[src/rtl/control_contador_pkg.sv]
// Shared encodings for the counter command sequencer: counter modes,
// one-hot FSM states and default widths.
package control_contador_pkg;

  localparam int WIDTH_DEF  = 16;
  localparam int STEP_W_DEF = 16;

  typedef enum logic [1:0] {
    MODO_UP1   = 2'b00,
    MODO_DOWN1 = 2'b01,
    MODO_UP3   = 2'b10,
    MODO_LOAD  = 2'b11
  } modo_t;

  typedef enum logic [4:0] {
    ST_IDLE   = 5'b00001,
    ST_LOAD   = 5'b00010,
    ST_RUN    = 5'b00100,
    ST_SETTLE = 5'b01000,
    ST_REPORT = 5'b10000
  } state_t;

endpackage

[src/rtl/control_contador_cuenta_pasos.sv]
// Loadable step down-counter; last is high while exactly one step remains.
module cuenta_pasos
  import control_contador_pkg::*;
#(
  parameter int STEP_W = STEP_W_DEF
) (
  input  logic              CLK,
  input  logic              RESET_L,
  input  logic              load,
  input  logic [STEP_W-1:0] load_value,
  input  logic              dec,
  output logic              last
);

  logic [STEP_W-1:0] count_reg;

  // Never decrements below zero, so a full-scale load cannot wrap.
  always_ff @(posedge CLK) begin
    if (!RESET_L) begin
      count_reg <= '0;
    end else if (load) begin
      count_reg <= load_value;
    end else if (dec && (count_reg != '0)) begin
      count_reg <= count_reg - 1'b1;
    end
  end

  assign last = (count_reg == STEP_W'(1));

endmodule

[src/rtl/control_contador.sv]
// Command sequencer for the cascaded counter: accepts load/count commands,
// drives ENB/MODO/ENTRADA and reports the final count and wrap-around count.
module control_contador
  import control_contador_pkg::*;
#(
  parameter int WIDTH  = WIDTH_DEF,
  parameter int STEP_W = STEP_W_DEF
) (
  input  logic              CLK,
  input  logic              RESET_L,
  input  logic              CMD_VALID,
  output logic              CMD_READY,
  input  logic [1:0]        CMD_OP,
  input  logic [WIDTH-1:0]  CMD_DATA,
  input  logic [STEP_W-1:0] CMD_STEPS,
  input  logic              ABORT,
  output logic              ENB,
  output logic [1:0]        MODO,
  output logic [WIDTH-1:0]  ENTRADA,
  input  logic [WIDTH-1:0]  SALIDA,
  input  logic              RCO,
  output logic              BUSY,
  output logic              DONE,
  output logic              ABORTED,
  output logic [WIDTH-1:0]  RESULT,
  output logic [STEP_W-1:0] WRAPS
);

  state_t             state_reg, state_next;
  modo_t              op_reg, op_next;
  modo_t              modo_reg, modo_next;
  logic               enb_reg, enb_next;
  logic [WIDTH-1:0]   entrada_reg, entrada_next;
  logic               done_reg, done_next;
  logic               aborted_reg, aborted_next;
  logic [WIDTH-1:0]   result_reg, result_next;
  logic [STEP_W-1:0]  wraps_reg, wraps_next;
  logic               first_run_reg, first_run_next;
  logic               accept;
  logic               step_dec;
  logic               step_last;
  logic               count_rco;

  cuenta_pasos #(
    .STEP_W(STEP_W)
  ) u_cuenta_pasos (
    .CLK       (CLK),
    .RESET_L   (RESET_L),
    .load      (accept),
    .load_value(CMD_STEPS),
    .dec       (step_dec),
    .last      (step_last)
  );

  always_ff @(posedge CLK) begin
    if (!RESET_L) begin
      state_reg     <= ST_IDLE;
      op_reg        <= MODO_UP1;
      modo_reg      <= MODO_UP1;
      enb_reg       <= 1'b0;
      entrada_reg   <= '0;
      done_reg      <= 1'b0;
      aborted_reg   <= 1'b0;
      result_reg    <= '0;
      wraps_reg     <= '0;
      first_run_reg <= 1'b0;
    end else begin
      state_reg     <= state_next;
      op_reg        <= op_next;
      modo_reg      <= modo_next;
      enb_reg       <= enb_next;
      entrada_reg   <= entrada_next;
      done_reg      <= done_next;
      aborted_reg   <= aborted_next;
      result_reg    <= result_next;
      wraps_reg     <= wraps_next;
      first_run_reg <= first_run_next;
    end
  end

  always_comb begin
    state_next = state_reg;
    accept     = 1'b0;
    step_dec   = 1'b0;
    case (state_reg)
      ST_IDLE: begin
        if (CMD_VALID) begin
          accept = 1'b1;
          if (CMD_OP == MODO_LOAD)      state_next = ST_LOAD;
          else if (CMD_STEPS != '0)     state_next = ST_RUN;
          else                          state_next = ST_SETTLE;
        end
      end
      ST_LOAD:   state_next = ST_SETTLE;
      ST_RUN: begin
        step_dec = 1'b1;
        if (ABORT || step_last) state_next = ST_SETTLE;
      end
      ST_SETTLE: state_next = ST_REPORT;
      ST_REPORT: state_next = ST_IDLE;
      default:   state_next = ST_IDLE;
    endcase

    op_next        = accept ? modo_t'(CMD_OP) : op_reg;
    enb_next       = (state_next == ST_LOAD) || (state_next == ST_RUN);
    first_run_next = accept && (state_next == ST_RUN);

    modo_next = MODO_UP1;
    if (state_next == ST_LOAD)     modo_next = MODO_LOAD;
    else if (state_next == ST_RUN) modo_next = op_next;

    entrada_next = entrada_reg;
    if (state_next == ST_LOAD) entrada_next = CMD_DATA;

    // RCO in the first RUN cycle predates this command; after a load it is not a wrap.
    count_rco = ((state_reg == ST_RUN) && !first_run_reg) ||
                ((state_reg == ST_SETTLE) && (op_reg != MODO_LOAD));

    wraps_next = wraps_reg;
    if (accept)                                      wraps_next = '0;
    else if (count_rco && RCO && (wraps_reg != '1))  wraps_next = wraps_reg + 1'b1;

    aborted_next = aborted_reg;
    if (accept)                                 aborted_next = 1'b0;
    else if ((state_reg == ST_RUN) && ABORT)    aborted_next = 1'b1;

    result_next = (state_reg == ST_SETTLE) ? SALIDA : result_reg;
    done_next   = (state_next == ST_REPORT);
  end

  assign CMD_READY = (state_reg == ST_IDLE);
  assign BUSY      = (state_reg != ST_IDLE);
  assign ENB       = enb_reg;
  assign MODO      = modo_reg;
  assign ENTRADA   = entrada_reg;
  assign DONE      = done_reg;
  assign ABORTED   = aborted_reg;
  assign RESULT    = result_reg;
  assign WRAPS     = wraps_reg;

endmodule

[config.mk]
export PLATFORM = sky130hd
export DESIGN_NAME = control_contador
export DESIGN_NICKNAME = d
export VERILOG_FILES = /design/src/rtl/control_contador_pkg.sv /design/src/rtl/control_contador_cuenta_pasos.sv /design/src/rtl/control_contador.sv
export SDC_FILE = /design/constraint.sdc
export NUM_CORES = 1
export LEC_CHECK = 0
export CAP_MARGIN = 20
export CORE_UTILIZATION = 30
export CTS_CLUSTER_SIZE = 30
export DETAILED_ROUTE_END_ITERATION = 7
export HOLD_SLACK_MARGIN = 0.02
export PLACE_DENSITY = 0.7
export SLEW_MARGIN = 40
export SYNTH_ARGS = -nofsm -noshare
export SYNTH_HDL_FRONTEND = slang
export SYNTH_HIERARCHICAL = 1
export SYNTH_SLANG_ARGS = --single-unit
[constraint.sdc]
create_clock -name CLK -period 2.4 [get_ports CLK]
set_input_delay 0.36 -clock CLK [delete_from_list [all_inputs] [get_ports CLK]]
set_output_delay 0.36 -clock CLK [all_outputs]
set_load 0.05 [all_outputs]
After elaboration in Yosys (flattened, before gate mapping) --
Cells that the tools add are included.
Operators by class: add/sub/neg operators 2, equality and inequality tests 12, muxes and demuxes 13, bitwise operators 1, reductions and logical operators 15
Operators by type and width (number):
- 16-bit two-way mux | 2
- 16-bit nonzero test | 2
- 5-bit one-hot mux with 4 select lines | 1
- 16-bit by 1-bit adder with 16-bit output (second input constant) | 1
- 16-bit by 1-bit == test with 1-bit output (second input constant) | 1
- 16-bit inequality test (second input constant) | 1
- 16-bit by 1-bit subtractor with 16-bit output (second input constant) | 1
- 5-bit by 2-bit == test with 1-bit output (second input constant) | 2
- 5-bit by 3-bit == test with 1-bit output (second input constant) | 2
- 5-bit two-way mux | 2
- 4-bit two-way mux | 2
- 1-bit logical AND | 7
- 2-bit two-way mux | 3
- 5-bit by 1-bit == test with 1-bit output (second input constant) | 1
- 5-bit by 4-bit == test with 1-bit output (second input constant) | 1
- 5-bit == test (second input constant) | 1
- 5-bit by 1-bit inequality test with 1-bit output (second input constant) | 1
- 1-bit logical OR | 3
- 1-bit two-way mux | 3
- 2-bit == test (second input constant) | 1
- 2-bit inequality test (second input constant) | 1
- 2-bit nonzero test | 1
- 2-bit OR reduction | 1
- 1-bit logical NOT | 1
- 1-bit NOT | 1
Storage, ports and cells: flip-flop bits (word level) 77, input port bits 55, output and inout port bits 55, logic and storage cells 54

Longest topological paths before layout --
Gate-level depths: netlist of run 1.
depth after elaboration 8, mapped depth 8, mapped depth without buffers 8

By module --
Netlist of run 1, hierarchy kept.
Modules (own cells, without submodules):
- control_contador | instances 1, cells an instance 296, area an instance 2538.7 µm², sequential area each 1221.2 µm²
- cuenta_pasos | instances 1, cells an instance 123, area an instance 983.4 µm², sequential area each 320.3 µm²

Worst setup path before layout of run 1 --
Ideal clock, no wire load.
path kind flip-flop to flip-flop, start register state_reg[0], end register u_cuenta_pasos.count_reg[14], setup time 0.074 ns, arrival time 2.419 ns, data required time 2.326 ns, slack -0.093 ns, cell stages (with the launch flop) 8, buffers on the path 1, period minus slack after synthesis 2.493 ns, cells stage by stage dfxtp_1 clkbuf_1 nor2_1 and3_2 or4bb_1 or4b_4 or4_1 a31oi_1
Between the ends: cells in the longest elaborated chain, start to end 4, elaborated cells on any way between the ends 7, those cells by class eq/ne: 2; mux: 3; reduce/logical: 2
Ends and longest elaborated chain:
- from (decl) | RTL line control_contador.sv:29 | state_t state_reg, state_next;
- from (signal assigned) | RTL line control_contador.sv:68 | state_reg <= state_next;
- 5-bit by 3-bit == test with 1-bit output | RTL line control_contador.sv:85 | case (state_reg)
- 1-bit two-way mux | RTL line control_contador.sv:85
- named net step_dec | RTL line control_contador.sv:40 | logic step_dec;
- 1-bit logical AND | RTL line control_contador_cuenta_pasos.sv:23 | end else if (dec && (count_reg != '0)) begin
- 2-bit nonzero test (no source line)
- to (signal assigned) | RTL line control_contador_cuenta_pasos.sv:22 | count_reg <= load_value;
- to (signal assigned) | RTL line control_contador_cuenta_pasos.sv:24 | count_reg <= count_reg - 1'b1;
- to (decl) | RTL line control_contador_cuenta_pasos.sv:15 | logic [STEP_W-1:0] count_reg;
The timed path passes the listed nets, and every way through them passes these cells. A chain may end at the register's enable or synchronous reset.

Worst setup path after layout of run 1 --
start register u_cuenta_pasos.count_reg[0], end register u_cuenta_pasos.count_reg[14]
Between the ends: cells in the longest elaborated chain, start to end 3, elaborated cells on any way between the ends 6, those cells by class add/sub: 1; mux: 2; reduce/logical: 3
Ends and longest elaborated chain (RTL line):
- 16-bit by 1-bit subtractor with 16-bit output / 16-bit nonzero test (equally long branches) | control_contador_cuenta_pasos.sv:24, control_contador_cuenta_pasos.sv:23
- 16-bit two-way mux / 1-bit logical AND (equally long branches) | control_contador_cuenta_pasos.sv:23
- 16-bit two-way mux / 2-bit nonzero test (equally long branches)
Parallel ways exist; a longest one is shown, timed or not. The select of a mux whose other input is x is not followed.

==> metrics.md, run 1 <==
| Metric | Value |
|---|---|
| Via count of the first global-routing pass | `3350` |
| Startpoint Class | `flip-flop` |
| Post-Syn Nets | `477` |
| Final count of hold timing violations | `0` |
| Hold Crit Class | `in2reg` |
| Min-delay src | `RESET_L` |
| Layout fillers | `1157` |
| Commonest non-fill, non-tap cell in the layout | `clkdlybuf4s50_1` |
| Top FF cell, synth | `dfxtp_1` |
| Cts hold-fix bufs | `0` |
| Gpl congestion | `0.820` |
| CTS sink count | `77` |
| N_diodes | `0` |
| Most frequent cells in the layout | `108 x clkdlybuf4s50_1, 77 x nand2_1, 73 x dfxtp_1, 32 x a21boi_0, 31 x o21ai_0` |
| Gate power share | `15.6%` |
| DRT Wirelength | `9500 um` |
| Crit Path Category | `reg2reg` |
| Maximum clock path buffer count | `2` |
| Clock power frac | `40.4%` |
| Initial antenna violation count | `0` |
| RSZ-0062 raised after global routing | `true` |
| Critical Path RT | `2660 ps` |
| IO buf count | `109` |
| I/O pins | `110` |
| Detailed placement HPWL | `6990 um` |
| Mean routed wirelength per cell | `13.8 um` |
| Placed Area | `4860 sq um` |
| Final period util | `97.8%` |
| FP Rows | `39` |
| TNS Setup | `0 ps` |
| PD cells | `602 nW/um^2` |
| Worst Path Max Fanout | `4` |
| DR pass1 iterations | `4` |
| Clk_lat worst skew | `330 ps` |
| CTS root buffer | `clkbuf_16` |
| Chip width | `110 um` |
| Total power | `3.13 mW` |
| Synth async-reset ratio | `0%` |
| Fin area | `5190 sq um` |
| Synth warn | `6` |
| R2r endpoint | `u_cuenta_pasos/count_reg[14]` |
| DRT iter0 DRCs | `151` |
| Via density | `5.18` |
| Final core utilization | `45.5%` |
| Number of max-cap violations | `0` |
| Int Pwr | `2.29 mW` |
| R2r setup slk | `50 ps` |
| Crit path time final | `2350 ps` |
| Layout Nets | `599` |
| EDFF count, synth | `0` |
| Die area | `12200 sq um` |
| Register area share after synthesis | `43.8%` |
| Final setup fails | `0` |
| Sw power | `839 uW` |
| Overall Global Routing Usage | `16.0%` |
| Starting density of the core | `30.8%` |
| Global-route wire length before repair | `15200 um` |
| CTS Buf Count | `9` |
| Die Y-Extent | `110 um` |
| VDD IR max | `0.363 mV` |
| CP endpoint kind | `flip-flop` |
| Largest net degree at the start of global routing | `48` |
| Worst Hold Depth | `2` |
| Yosys cell types | `50` |
| CP arrival | `2610 ps` |
| Vias | `3567` |
| CTS tree | `built` |
| Syn avg cell area | `8.41 sq um` |
| H-tree level count | `3` |
| F_max | `0.426 GHz` |
| Reg2Reg Depth | `6` |
| Tightest Pin Transition | `636 ps` |
| Run status | `finished clean` |
| Layout area overhead | `47.5%` |
| Sequential Power Share | `44.0%` |
| DRC viols | `0` |
| Hold path endpoint | `u_cuenta_pasos/count_reg[7]` |
| Reg-to-Reg Start | `u_cuenta_pasos/count_reg[0]` |
| Antenna Violating Nets Remaining | `0` |
| Grt total ovfl | `0` |
| Max_slew headroom | `57.5%` |
| Net Sw Frac | `26.8%` |
| Fin Hold WS | `419 ps` |
| Clock Skew | `4.95 ps` |
| Fin. max-slew vios | `0` |
| Yosys reg bits | `77` |
| Core area | `11400 sq um` |
| Post-Synthesis Cell Area | `3520 sq um` |
| Reg clk slew, reported paths | `60 ps` |
| Leak pwr | `1.77 nW` |
| Post-Synthesis Cells | `419` |
| Share of cells above drive strength 1 | `10.3%` |
how the worst max path moves through the flow:
stage / slack, ps / end / startpoint
4_1_cts: 2 / u_cuenta_pasos/count_reg[14] / u_cuenta_pasos/count_reg[1]
6_report: 50 / u_cuenta_pasos/count_reg[14] / u_cuenta_pasos/count_reg[0]
2_1_floorplan: -30 / u_cuenta_pasos/count_reg[14] / state_reg[0]
3_5_place_dp: -0.1 / u_cuenta_pasos/count_reg[14] / u_cuenta_pasos/count_reg[1]
5_1_grt: -40 / u_cuenta_pasos/count_reg[14] / state_reg[1]
3_3_place_gp: 100 / u_cuenta_pasos/count_reg[14] / u_cuenta_pasos/count_reg[0]
repair_timing:
item                                    CTS  global route
resized for setup                         2             7
pin swaps                                 1             3
endpoints found under the setup margin    1             9
setup buffers                             1             3
power by group through the flow:
stage                     clock network, mW  registers (mW)  logic [mW]
after global placement                    0            1.40       0.466
final                                  1.26            1.38       0.487
after global routing                   1.35            1.38       0.529
after floorplan                           0            1.43       0.226
after CTS                              1.30            1.37       0.481
after detailed placement                  0            1.40       0.476
per-stage QoR:
stage | std cells | setup slack, ps
after CTS | 686 | 1.67
final | 689 | 52.6
after global routing | 689 | -36.6
after floorplan | 419 | -27.5
after detailed placement | 669 | -0.128
after global placement | 669 | 97.1
layout make-up:
type	count	area [sq um]	area share (%)
Multi-Input combinational cell	313	1900	36.6
Clock inverter	5	35.0	0.674
Tap cell	143	179	3.44
Sequential cell	77	1550	29.8
Inverter	11	41.3	0.795
Timing Repair Buffer	129	1250	24.0
Clock buffer	11	243	4.67
cell usage after synthesis, drive strengths merged (2+ instances only):
| cell | number | area share, % |
|---|---|---|
| a211oi | 3 | 0.99 |
| a21boi | 32 | 6.8 |
| a21o | 2 | 0.43 |
| a21oi | 21 | 3.0 |
| a31oi | 5 | 0.89 |
| and2 | 3 | 0.53 |
| and3 | 8 | 1.5 |
| and4 | 3 | 0.75 |
| buf | 2 | 0.46 |
| clkbuf | 16 | 1.7 |
| dfxtp | 77 | 44 |
| ha | 3 | 1.1 |
| inv | 11 | 1.2 |
| mux2i | 3 | 0.85 |
| nand2 | 77 | 8.2 |
| nand2b | 3 | 0.53 |
| nand3 | 16 | 2.3 |
| nand4 | 11 | 2.0 |
| nor2 | 19 | 2.0 |
| nor3 | 2 | 0.28 |
| nor3b | 5 | 1.1 |
| nor4 | 12 | 2.1 |
| nor4b | 2 | 0.50 |
| o2111ai | 3 | 1.2 |
| o21a | 2 | 0.43 |
| o21ai | 31 | 4.4 |
| o31a | 2 | 0.50 |
| o31ai | 6 | 1.3 |
| or3 | 11 | 2.0 |
| or4 | 10 | 2.2 |
| or4b | 2 | 0.78 |
| xor2 | 3 | 0.75 |
cells by family after synthesis:
logic type / count (synthesis) / synth area share (%)
compound gates: 116 / 22.4
xor+xnor: 4 / 0.995
fa+ha+maj: 3 / 1.07
buf+inv: 29 / 3.34
flops: 77 / 43.8
mux: 3 / 0.853
simple gates: 187 / 27.6
worst max-delay path, cell delays in order (launching register included):
cell	delay, ps
dfxtp_1	340
inv_2	90
ha_4	150
or4bb_4	540
or4b_4	570
or4_1	420
a31oi_1	160
routing by layer:
metal  wire length [um]  track usage [%]  up-vias
met4                159             5.08        0
met5                  0                0        -
met3                658             6.64       14
met2               4730             27.3       99
met1               3960             18.1     1671
li1                   -                -     1783
Note: power is estimated with default switching activity, not from simulation.
==> run 2, diff against run 1 <==
clock period = 1.9 ns   (was 2.4 ns; I/O delays follow)
==> run 2 against run 1 <==
The flow now finishes with violations (setup timing). Critical path depth did not move. Combinational power rose by 70%. First-iteration DRC count fell by 14%. Utilization rose by 6.6 points. Largest cell class unchanged. Register-to-register slack got worse by 430 ps. Via count rose by 7.4%. Highest routed layer unchanged. Sequential share of layout area fell by 3.3 points. Sequential power rose by 25%. Count of clock-buffer cells in the layout fell by 1. Final area rose by 14%.
==> metrics.md, run 2 (same netlist as run 1, synthesis figures left out) <==
| Metric | Value |
|---|---|
| CTS root buffer | `clkbuf_16 (unchanged)` |
| Number of max-cap violations | `0 (unchanged)` |
| Overall Global Routing Usage | `17.1% (was 16.0%)` |
| I/O pins | `110 (unchanged)` |
| Failing checks | `setup timing` |
| CTS sink count | `77 (unchanged)` |
| Starting density of the core | `30.8% (unchanged)` |
| VDD IR max | `0.476 mV (was 0.363 mV)` |
| Tightest Pin Transition | `529 ps (was 636 ps)` |
| Commonest non-fill, non-tap cell in the layout | `clkdlybuf4s50_1 (unchanged)` |
| Gpl congestion | `0.869 (was 0.820)` |
| F_max | `0.439 GHz (was 0.426 GHz)` |
| Die area | `12200 sq um (unchanged)` |
| Mean routed wirelength per cell | `14.2 um (was 13.8 um)` |
| Grt total ovfl | `0 (unchanged)` |
| Detailed placement HPWL | `7350 um (was 6990 um)` |
| Hold Crit Class | `in2reg (unchanged)` |
| Largest net degree at the start of global routing | `32 (was 48)` |
| Cells after DPL | `718 (was 669)` |
| DRC viols | `0 (unchanged)` |
| Gate power share | `20.1% (was 15.6%)` |
| Critical path's largest stage delay | `540 ps (was 570 ps)` |
| Int Pwr | `3.00 mW (was 2.29 mW)` |
| Net Sw Frac | `27.2% (was 26.8%)` |
| Crit Path Category | `reg2reg (unchanged)` |
| Layout Nets | `660 (was 599)` |
| Layout area overhead | `68.9% (was 47.5%)` |
| IO buf count | `109 (unchanged)` |
| Crit path time final | `2280 ps (was 2350 ps)` |
| DRT iter0 DRCs | `130 (was 151)` |
| FP Rows | `39 (unchanged)` |
| Startpoint Class | `flip-flop (unchanged)` |
| Final setup fails | `20 (was 0)` |
| Post-place setup slack | `-393 ps (was -0.128 ps)` |
| Global-route wire length before repair | `16400 um (was 15200 um)` |
| Non-filler cells, final | `749 (was 689)` |
| H-tree level count | `3 (unchanged)` |
| Initial antenna violation count | `0 (unchanged)` |
| CP arrival | `2530 ps (was 2610 ps)` |
| Run status | `complete, but fails checks (was finished clean)` |
| Core area | `11400 sq um (unchanged)` |
| N_diodes | `0 (unchanged)` |
| Maximum clock path buffer count | `2 (unchanged)` |
| Via count of the first global-routing pass | `3649 (was 3350)` |
| Worst Hold Depth | `2 (unchanged)` |
| Clock Skew | `4.12 ps (was 4.95 ps)` |
| Clk_lat worst skew | `330 ps (about the same)` |
| Reg clk slew, reported paths | `60 ps (about the same)` |
| Via density | `5.11 (was 5.18)` |
| Final core utilization | `52.1% (was 45.5%)` |
| Most frequent cells in the layout | `101 x clkdlybuf4s50_1, 76 x nand2_1, 66 x buf_4, 54 x dfxtp_1, 32 x a21boi_0 (was 108 x clkdlybuf4s50_1, 77 x nand2_1, 73 x dfxtp_1, 32 x a21boi_0, 31 x o21ai_0)` |
| Sequential Power Share | `41.7% (was 44.0%)` |
| Fin. max-slew vios | `0 (unchanged)` |
| CTS Buf Count | `9 (unchanged)` |
| Placed Area | `5270 sq um (was 4860 sq um)` |
| Leak pwr | `2.18 nW (was 1.77 nW)` |
| Clock power frac | `38.2% (was 40.4%)` |
| Final count of hold timing violations | `0 (unchanged)` |
| Antenna Violating Nets Remaining | `0 (unchanged)` |
| Reg2Reg Depth | `6 (unchanged)` |
| WP depth | `6 (unchanged)` |
| Worst Path Max Fanout | `2 (was 4)` |
| Critical Path RT | `2150 ps (was 2660 ps)` |
| Final period util | `120% (was 97.8%)` |
| Fin area | `5950 sq um (was 5190 sq um)` |
| Sw power | `1.12 mW (was 839 uW)` |
| RSZ-0062 raised after global routing | `true (unchanged)` |
| DRT Wirelength | `10600 um (was 9500 um)` |
| Total power | `4.12 mW (was 3.13 mW)` |
| PnR worst setup slack | `-380 ps (was 52.6 ps)` |
| Max_slew headroom | `64.6% (was 57.5%)` |
| Share of cells above drive strength 1 | `28.5% (was 10.3%)` |
| Vias | `3830 (was 3567)` |
| CTS tree | `built (unchanged)` |
| DR pass1 iterations | `4 (unchanged)` |
| Slowest cell on crit path | `or4b_4 (unchanged)` |
| Chip width | `110 um (unchanged)` |
| Family with the most delay on the worst path | `simple AND/OR/NAND/NOR gates (unchanged)` |
| Die Y-Extent | `110 um (unchanged)` |
| Critical path, cell by cell | `nor2_4 > and3_4 > or4bb_4 > or4b_4 > or4_1 > a31oi_1 (was inv_2 > ha_4 > or4bb_4 > or4b_4 > or4_1 > a31oi_1)` |
| CP endpoint kind | `flip-flop (unchanged)` |
| PD cells | `693 nW/um^2 (was 602 nW/um^2)` |
| CP bufs+invs | `0 (was 1)` |
-- run 2: cell types whose count changed in the layout (fill, tap and decap cells not counted), sizes merged --
cell,delta
clkdlybuf4s50,-7
dlymetal6s2s,+3
clkbuf,-1
buf,+61
clkinvlp,+3
dlygate4sd2,+2
inv,-1
-- run 2: timing repair --
| action | CTS | global route |
|---|---|---|
| endpoints found under the hold margin | 0 | 0 |
| gates resized for setup | 26 | 48 |
| gates cloned | 0 | 2 |
| pin swaps | 15 | 18 |
| setup endpoints to repair | 30 | 53 |
| hold buffers | 0 | 0 |
| buffers inserted | 8 | 8 |
-- run 2: final timing paths --
kind | from | slack, ps | endpoint
max | state_reg[3] | -380 | u_cuenta_pasos/count_reg[14]
min reg2reg | ENTRADA[4] | 460 | ENTRADA[4]
min | RESET_L | 450 | u_cuenta_pasos/count_reg[7]
max reg2reg | state_reg[3] | -380 | u_cuenta_pasos/count_reg[14]
-- run 2: layout make-up --
class,count,area (sq um)
clock buffers,10,239
multi-input cells,313,2100
well taps,143,179
repair buffers,188,1760
repair inverters,2,12.5
fillers,1047,5470
flip-flops and latches,77,1580
inverters,11,45.0
clock inverters,5,36.3
-- run 2: power groups by stage --
stage                     Combinational, mW  Sequential (mW)  Clock (mW)
after floorplan                       0.290             1.81           0
after CTS                             0.746             1.71        1.61
after global placement                0.710             1.74           0
after global routing                  0.888             1.72        1.68
final                                 0.829             1.72        1.57
after detailed placement              0.724             1.74           0
-- run 2: per-layer routing --
metal	vias up	GRT usage [%]	wire length, um
li1	1897	-	-
met2	111	29.2	5390
met5	-	0	0
met3	20	6.00	662
met1	1802	19.4	4330
met4	0	7.33	232
-- run 2: worst register-to-register path, cell delays in order (launching register included) --
cell and delay, ps:
dfxtp_2 340, nor2_4 110, and3_4 190, or4bb_4 460, or4b_4 540, or4_1 400
a31oi_1 170
-- run 2: stage by stage --
stage | setup TNS [ps] | hold WS (ps)
6_report | -4550 | 454
5_1_grt | -6690 | 472
4_1_cts | -3060 | 440
3_5_place_dp | -5210 | 458
3_3_place_gp | -3800 | 450
2_1_floorplan | -1220 | 420
==> run 3, diff against run 2 <==
PLACE_DENSITY = 0.68   (was 0.7)
clock period = 2.2 ns   (was 1.9 ns; I/O delays follow)
==> run 3 against run 2 <==
The flow still finishes with violations (setup timing). Final cell count is 5.7% lower. Utilization is 4.7 points lower. Critical path depth stayed put. Critical endpoint unchanged. Final area is 8.9% lower. Combinational power is 33% lower. Hold slack worse by 4.2 ps. Count of clock-buffer cells in the layout is 1 lower. Wire length is 5.1% lower. Clock power is 4% higher. Worst setup slack better by 240 ps.
==> metrics.md, run 3 (same netlist as run 1, synthesis figures left out) <==
| Metric | Value |
|---|---|
| Starting density of the core | `30.8% (unchanged)` |
| Critical path's largest stage delay | `550 ps (was 540 ps)` |
| Share of cells above drive strength 1 | `14.4% (was 28.5%)` |
| Placed Area | `4970 sq um (was 5270 sq um)` |
| Crit Path Category | `reg2reg (unchanged)` |
| Leak pwr | `1.89 nW (was 2.18 nW)` |
| CP endpoint kind | `flip-flop (unchanged)` |
| I/O pins | `110 (unchanged)` |
| Largest net degree at the start of global routing | `29 (was 32)` |
| Critical Path RT | `2460 ps (was 2150 ps)` |
| Maximum clock path buffer count | `2 (unchanged)` |
| CTS tree | `built (unchanged)` |
| R2r setup slk | `-140 ps (was -380 ps)` |
| Number of max-cap violations | `0 (unchanged)` |
| Family with the most delay on the worst path | `simple AND/OR/NAND/NOR gates (unchanged)` |
| F_max | `0.427 GHz (was 0.439 GHz)` |
| CTS root buffer | `clkbuf_16 (unchanged)` |
| N_diodes | `0 (unchanged)` |
| CTS Buf Count | `9 (unchanged)` |
| CP bufs+invs | `0 (unchanged)` |
| TNS Setup | `-143 ps (was -4550 ps)` |
| Final period util | `107% (was 120%)` |
| Clk_lat worst skew | `340 ps (was 330 ps)` |
| Run status | `complete, but fails checks (unchanged)` |
| Crit path time final | `2340 ps (was 2280 ps)` |
| Cells after DPL | `685 (was 718)` |
| Detailed placement HPWL | `7170 um (was 7350 um)` |
| Fin area | `5420 sq um (was 5950 sq um)` |
| Grt total ovfl | `0 (unchanged)` |
| Startpoint Class | `flip-flop (unchanged)` |
| CTS sink count | `77 (unchanged)` |
| H-tree level count | `3 (unchanged)` |
| RSZ-0062 raised after global routing | `true (unchanged)` |
| Commonest non-fill, non-tap cell in the layout | `clkdlybuf4s50_1 (unchanged)` |
| Die Y-Extent | `110 um (unchanged)` |
| PD cells | `682 nW/um^2 (was 693 nW/um^2)` |
| Antenna Violating Nets Remaining | `0 (unchanged)` |
| Gpl congestion | `0.837 (was 0.869)` |
| Tightest Pin Transition | `629 ps (was 529 ps)` |
| Total power | `3.69 mW (was 4.12 mW)` |
| Via count of the first global-routing pass | `3381 (was 3649)` |
| Post-place setup slack | `-112 ps (was -393 ps)` |
| Clock Skew | `9.90 ps (was 4.12 ps)` |
| Final setup fails | `1 (was 20)` |
| Fin. max-slew vios | `0 (unchanged)` |
| Mean routed wirelength per cell | `14.3 um (was 14.2 um)` |
| Hold Crit Class | `in2reg (unchanged)` |
| Final count of hold timing violations | `0 (unchanged)` |
| Failing checks | `setup timing (unchanged)` |
| Critical path, cell by cell | `nor2_4 > and3_4 > or4bb_4 > or4b_4 > or4_4 > a31oi_1 (was nor2_4 > and3_4 > or4bb_4 > or4b_4 > or4_1 > a31oi_1)` |
| PnR worst setup slack | `-143 ps (was -380 ps)` |
| DRT iter0 DRCs | `141 (was 130)` |
| Worst Path Max Fanout | `2 (unchanged)` |
| CP arrival | `2600 ps (was 2530 ps)` |
| Via density | `5.13 (was 5.11)` |
| FP Rows | `39 (unchanged)` |
| Core area | `11400 sq um (unchanged)` |
| Die area | `12200 sq um (unchanged)` |
| Vias | `3623 (was 3830)` |
| DR pass1 iterations | `4 (unchanged)` |
| Overall Global Routing Usage | `16.4% (was 17.1%)` |
| VDD IR max | `0.344 mV (was 0.476 mV)` |
| Max_slew headroom | `58.0% (was 64.6%)` |
| DRT Wirelength | `10100 um (was 10600 um)` |
| Most frequent cells in the layout | `106 x clkdlybuf4s50_1, 77 x nand2_1, 71 x dfxtp_1, 32 x a21boi_0, 32 x buf_4 (was 101 x clkdlybuf4s50_1, 76 x nand2_1, 66 x buf_4, 54 x dfxtp_1, 32 x a21boi_0)` |
| DRC viols | `0 (unchanged)` |
| Non-filler cells, final | `706 (was 749)` |
| Layout area overhead | `53.8% (was 68.9%)` |
| Initial antenna violation count | `0 (unchanged)` |
| Slowest cell on crit path | `or4b_4 (unchanged)` |
| IO buf count | `109 (unchanged)` |
| Reg clk slew, reported paths | `60 ps (about the same)` |
| Global-route wire length before repair | `15700 um (was 16400 um)` |
| Layout Nets | `616 (was 660)` |
| Cts hold-fix bufs | `0 (unchanged)` |
| Chip width | `110 um (unchanged)` |
-- run 3: changes by cell type in the layout (fill, tap and decap cells not counted), moves of 5 or more --
cell	before	now
dfxtp_2	21	5
dfxtp_1	54	71
buf_4	66	32
o21ai_1	6	0
a21oi_2	8	1
clkdlybuf4s50_1	101	106
o21ai_0	25	31
a21oi_1	13	20
buf_6	12	4
-- run 3: repair_timing --
item / CTS / global route
endpoints found under the setup margin: 5 / 16
cloned: 0 / 2
pin swaps: 2 / 11
setup buffers: 1 / 2
gates resized for setup: 3 / 16
-- run 3: worst paths after layout --
kind | startpoint | endpoint | cells after the start
worst max register to register | state_reg[3] | u_cuenta_pasos/count_reg[14] | 6
worst max-delay path | state_reg[3] | u_cuenta_pasos/count_reg[14] | 6
worst min register to register | ENTRADA[1] | ENTRADA[1] | 2
worst min-delay path | RESET_L | ENB | 2
-- run 3: final cells by class --
type / instances / area (sq um)
timing repair buffer: 144 / 1360
multi-input combinational: 315 / 1950
sequential: 77 / 1550
inverter: 11 / 41.3
fill: 1125 / 6000
tap: 143 / 179
clock inverter: 7 / 106
clock buffer: 9 / 225
-- run 3: per-layer routing --
layer	up-vias	wire (um)	track usage (%)
met1	1681	4280	19.9
met4	0	187	6.30
met5	-	0	0
met2	111	4870	26.6
met3	14	736	5.76
li1	1817	-	-
-- run 3: metrics by stage --
stage | hold WS (ps) | utilization [%]
after floorplan | 465 | -
after global placement | 449 | 43.5
after detailed placement | 459 | 43.5
after CTS | 440 | 46.6
after global routing | 479 | 47.4
final | 450 | 47.4
-- run 3: power breakdown --
| group | internal, mW | switching, mW |
|---|---|---|
| Clock | 1.01 | 0.630 |
| Combinational | 0.263 | 0.290 |
| Sequential | 1.44 | 0.0500 |
